### src/rtl/reg_file.sv
// 32 x 32-bit RISC-V integer register file: two combinational read ports and
// one synchronous write port, x0 hard-wired to zero, optional write-to-read bypass.
module reg_file #(
    parameter int DATA_W = 32,
    parameter int ADDR_W = 5,
    parameter int BYPASS = 0
) (
    input  logic              clk,
    input  logic              rst,
    input  logic              write_en,
    input  logic [ADDR_W-1:0] RW,
    input  logic [ADDR_W-1:0] RA,
    input  logic [ADDR_W-1:0] RB,
    input  logic [DATA_W-1:0] busW,
    output logic [DATA_W-1:0] busA,
    output logic [DATA_W-1:0] busB
);

    localparam int NumRegs = 1 << ADDR_W;

    // Power-up contents are zero so the read ports never show X before the first reset.
    logic [DATA_W-1:0] regBank [NumRegs] = '{default: '0};

    logic writeHit;
    logic bypassA;
    logic bypassB;

    assign writeHit = write_en && (RW != '0);

    always_ff @(posedge clk) begin
        if (rst) begin
            for (int i = 0; i < NumRegs; i++) begin
                regBank[i] <= '0;
            end
        end else if (writeHit) begin
            regBank[RW] <= busW;
        end
    end

    // Index 0 is decoded on the read side so x0 reads zero regardless of storage.
    always_comb begin
        bypassA = (BYPASS != 0) && writeHit && (RW == RA);
        bypassB = (BYPASS != 0) && writeHit && (RW == RB);

        if (RA == '0) begin
            busA = '0;
        end else if (bypassA) begin
            busA = busW;
        end else begin
            busA = regBank[RA];
        end

        if (RB == '0) begin
            busB = '0;
        end else if (bypassB) begin
            busB = busW;
        end else begin
            busB = regBank[RB];
        end
    end

endmodule

### config.mk
export PLATFORM = sky130hd
export DESIGN_NAME = reg_file
export DESIGN_NICKNAME = d
export VERILOG_FILES = /design/src/rtl/reg_file.sv
export SDC_FILE = /design/constraint.sdc
export NUM_CORES = 2
export LEC_CHECK = 0
export ABC_AREA = 1
export CAP_MARGIN = 20
export CORE_ASPECT_RATIO = 0.5
export CORE_MARGIN = 2
export CORE_UTILIZATION = 38
export CTS_CLUSTER_SIZE = 24
export DETAILED_ROUTE_END_ITERATION = 12
export PLACE_DENSITY = 0.58
export SLEW_MARGIN = 20
export SYNTH_ARGS = -nofsm -noshare
export SYNTH_HDL_FRONTEND = slang
export SYNTH_SLANG_ARGS = --single-unit
### constraint.sdc
create_clock -name clk -period 2.7 [get_ports clk]
set_input_delay 0.27 -clock clk [delete_from_list [all_inputs] [get_ports clk]]
set_output_delay 0.27 -clock clk [all_outputs]
set_load 0.02 [all_outputs]
# Yosys cells after proc, flatten, opt, wreduce, memory -nomap -nowiden
# Memory sizes are Yosys's and may differ from the RTL's.
# Cells that the tools add are included.
[totals]
ff_bits = 0
ramBits = 1024
input_bits = 50
out_inout_bits = 64
wordCells = 16
memories = 1
[mem_list]
columns = ["name", "depth", "width", "read_ports", "rd_ports_with_merged_regs", "write_ports", "line", "source"]
rows = [
  ["regBank", 32, 32, 2, 0, 32, "22", "logic [DATA_W-1:0] regBank [NumRegs] = '{default: '0};"],
]
[op_classes]
muxes = 10
reduce_logical = 5
[op_table]
columns = ["cell", "n"]
rows = [
  ["2-to-1 mux 32 bit", 3],
  ["OR reduction 32 bit", 1],
  ["logical NOT 5 bit", 2],
  ["2-to-1 mux 1 bit", 6],
  ["2-to-1 mux 5 bit", 1],
  ["nonzero test 5 bit", 1],
  ["logical AND 1 bit", 1],
]

# Depth between registers and ports, before layout
[logic_depth]
word_depth = 7
mapped_depth = 13

# Worst setup path after synthesis
# OpenSTA, ideal clock, no wires.
[synth_path]
kind = "input to register"
startpoint = "input RW[3]"
endpoint = "memory regBank[10][0], enable pin"
t_arrival_ns = 1.898
t_required_ns = 2.311
setup_slack_ns = 0.412
path_stages = 11
cell_sequence = "inv_1 > nand3_1 > inv_1 > nand2_1 > nand3_1 > inv_1 > nand3_1 > inv_1 > nand2_1 > buf_2 > nand2_1"
[synth_lines]
columns = ["item", "line", "source"]
rows = [
  ["start, declared", "11", "input logic [ADDR_W-1:0] RW,"],
  ["end, declared", "22", ""],
]

==> metrics.md <==
| Metric | Value |
|---|---|
| Status | `finished clean` |
| Total wirelength of the detailed-routed design | `233000 um` |
| Ant diodes | `0` |
| Synthesis-stage register bit count | `~1000` |
| Biggest fanout along the worst timing path | `2` |
| Overall die height | `277 um` |
| Headroom to the max-slew limit | `a little under half` |
| Detailed-route via count | `roughly 54000` |
| Arrival time at the worst endpoint | `around 2400 ps` |
| Count of flip-flops with a built-in enable after synthesis | `~1000` |
| Final Hold Vio Count | `0` |
| Setup crit start kind | `flip-flop` |
| Max-cap violations | `0` |
| Number of antenna violations at the first check in global routing | `3` |
| Area taken by multi-input logic gates | `about 0.023 mm^2` |
| Endpoint required time on the critical path | `around 2400 ps` |
| Final period utilization | `between 90 and 100%` |
| Largest stage delay on the critical path | `between 300 and 400 ps` |
| Antenna-violating nets left | `0` |
| Total placed instance area | `between 0.06 and 0.07 mm^2` |
| # DRC | `0` |
| Number of CTS-inserted buffers | `about 110` |
| Leak | `roughly 0.028 uW` |
| Proportion of layout cells with a drive suffix above 1 | `~11%` |
| Post-synth top flop | `edfxtp_1` |
| Part of the Yosys area used for sequential elements | `a little over half` |
| Fin cells | `around 9500` |
| Peak supply drop | `a little under 500 uV` |
| Actual transition at the worst max-transition pin | `around 800 ps` |
| HP Class | `input pin to flip-flop` |
| Met1 Use GR | `42.7%` |
| First-pass GRT wire length | `approximately 340000 um` |
| Fill cell count | `approximately 14000` |
| Synth Cell Area | `between 0.05 and 0.06 mm^2` |
| CTS tree | `done` |
| Standard-cell row count | `100` |
| Width of the chip | `550 um` |
| Clock Sinks | `1024` |
| Met3 GRT Util | `under 10%` |
| Mean number of vias per cell | `around 5.7` |
| Wire per inst | `roughly 25 um` |
| Post-synthesis async set-or-reset flop share | `0%` |
| Unique masters post-synth | `19` |
| Final-report max-slew violation count | `0` |
| Setup Fix Bufs, Post-CTS | `0` |
| Average size of a mapped cell | `~8 um^2` |
| Weighted congestion reported at the end of routability-driven placement | `a little under 1` |
| Register with the highest flop count | `regBank` |
| Peak clock frequency supported by timing | `around 380 MHz` |
| CP endpoint kind | `output port` |
| Pin count of the biggest net entering global routing | `55` |
| Worst path most repeated cell | `nand2_1` |
| Levels on crit path | `9` |
| Area growth from synthesis to layout | `18.9%` |
| Final HPWL DP | `144000 um` |
| H-tree levels | `3` |
| Initial standard-cell utilization of the core | `between 30% and 40%` |
| Area enclosed by the die boundary | `approximately 0.15 mm^2` |
| Post-cts hold buffer count | `0` |
| Max FFs per register | `1024` |
| Number of standard cells after synthesis | `slightly above 7000` |
| Min Tclk post-route | `roughly 2600 ps` |
| Global router's overall resource usage | `between 20 and 30%` |
| GR peak layer | `met2` |
| Aggregate negative setup slack | `0 ps` |
| Yosys warning total | `0` |
| Power density cells | `593 mW/mm^2` |
| Cell family with the largest share of critical-path delay | `simple AND/OR/NAND/NOR gates` |
| Final design area excluding fillers | `roughly 0.067 mm^2` |
| Sum of overflow across all layers after global routing | `0` |
| Final-stage net count | `roughly 7500` |
| Number of placed instances, taps included | `just over 9000` |
| I/O pin count | `about 110` |
| Clock buffer depth | `3` |
| Setup repair after global routing missed its margin | `yes` |
| Slowest cell on the critical path | `edfxtp_1` |
| Port-buffer cells | `roughly 110` |
| Core region area | `between 0.1 and 0.15 mm^2` |
| Clock Tree Root | `clkbuf_16` |
| Reg clk slew, reported paths | `about 60 ps` |
| Largest registers ranked by flip-flop count | `regBank x1024` |
| Setup crit end | `busB[25]` |
| Timing startpoint of the critical path | `regBank[31][25]` |
| Global routing usage on met2 | `43.4%` |
| Finish-stage setup viols | `0` |
| Number of global-route vias before repair | `50100` |
| Detailed-routing iteration count for the pre-antenna-repair pass | `8` |
| Cell-by-cell trace of the critical path | `nand2_1, nand3_1, nand3_1, nand2_1, nand2_1, nand3_1, nand2_1, nor2_2, dlygate4sd2_1` |
| Total area of sequential cells | `just over 0.03 mm^2` |
| Buffers and inverters on the worst path | `1` |
| Crit Path Class | `flip-flop to output port` |
| Worst slack on hold paths | `257 ps` |
| Violation count after the first detailed-routing iteration | `approximately 8400` |
-- layout by cell type (no fill, tap or decap), drive strengths merged --
cell and count:
clkbuf 160, clkinv 49, clkinvlp 1, clkdlybuf4s15 8, bufinv 9, nand2 2084
edfxtp 1024, conb 32, o21ai 435, buf 558, nor3 8, o211ai 23
nor2 1790, dlygate4sd2 23, a21oi 121, nand3 984, inv 154, nand4 1
clkdlybuf4s50 38
-- cells in the mapped netlist, types with 2 or more instances --
master	count	share of area (%)
inv_2	2	0.013
clkbuf_1	300	2.0
nor2_1	1790	12
o21ai_1	28	0.25
o211ai_1	23	0.31
nand2_1	2084	14
buf_4	22	0.29
edfxtp_1	1024	54
nand3_1	984	8.7
clkinv_1	3	0.020
nor3_1	8	0.071
a21oi_1	121	1.1
buf_1	50	0.33
inv_1	151	1.0
buf_2	254	2.2
buf_6	2	0.040
o21ai_0	407	3.6
-- worst min path at each step --
stage               startpoint              to  depth (start not counted)
detailed placement         rst  regBank[0][11]                          2
finish                     rst  regBank[0][15]                          2
CTS                        rst  regBank[0][11]                          2
global route               rst  regBank[0][15]                          2
floorplan             busW[31]  regBank[1][31]                          2
global placement           rst  regBank[0][11]                          2
-- timing repair --
action | 4_1_cts | 5_1_grt
pin swaps | 4 | 9
resized for setup | 98 | 101
hold endpoints to repair | 0 | 0
endpoints found under the setup margin | 60 | 49
-- per-stage QoR --
stage | worst slack (ps) | util (%) | total power, uW
final | 52.1 | 45.4 | 39900
after global routing | -71.7 | 45.4 | 41100
after CTS | 1.14 | 45.4 | 39800
after detailed placement | -218 | 43.1 | 25500
after global placement | -215 | 43.1 | 25500
after floorplan | 412 | - | 22300
-- report_power, final --
part           switching [uW]  total, uW  internal [uW]
logic                    4400       6510           2110
registers                 456      18800          18400
clock network            6480      14600           8130
total                   11300      39900          28600
-- kinds of logic after synthesis --
| family | synth area share, % |
|---|---|
| AOI/OAI and AO/OA | 5.22 |
| buffers and inverters | 5.94 |
| DFF | 54.3 |
| other | 0.00663 |
| and+or+nand+nor | 34.5 |
-- area by class of cell --
| type | instances | share of cell area [%] |
|---|---|---|
| clock inverters | 57 | 0.738 |
| inverters | 156 | 0.926 |
| clock buffers | 132 | 4.15 |
| repair buffers | 655 | 10.6 |
| flip-flops and latches | 1024 | 45.7 |
| multi-input cells | 5478 | 34.1 |
| well taps | 1989 | 3.70 |
-- routing by layer --
metal | wire, um | vias up | part of all wire, %
met5 | 145 | - | 0.062
met4 | 9010 | 2 | 3.9
met3 | 32600 | 553 | 14
met2 | 97700 | 3647 | 42
met1 | 93300 | 25700 | 40
li1 | - | 24100 | -
(Power assumes the default switching activity.)
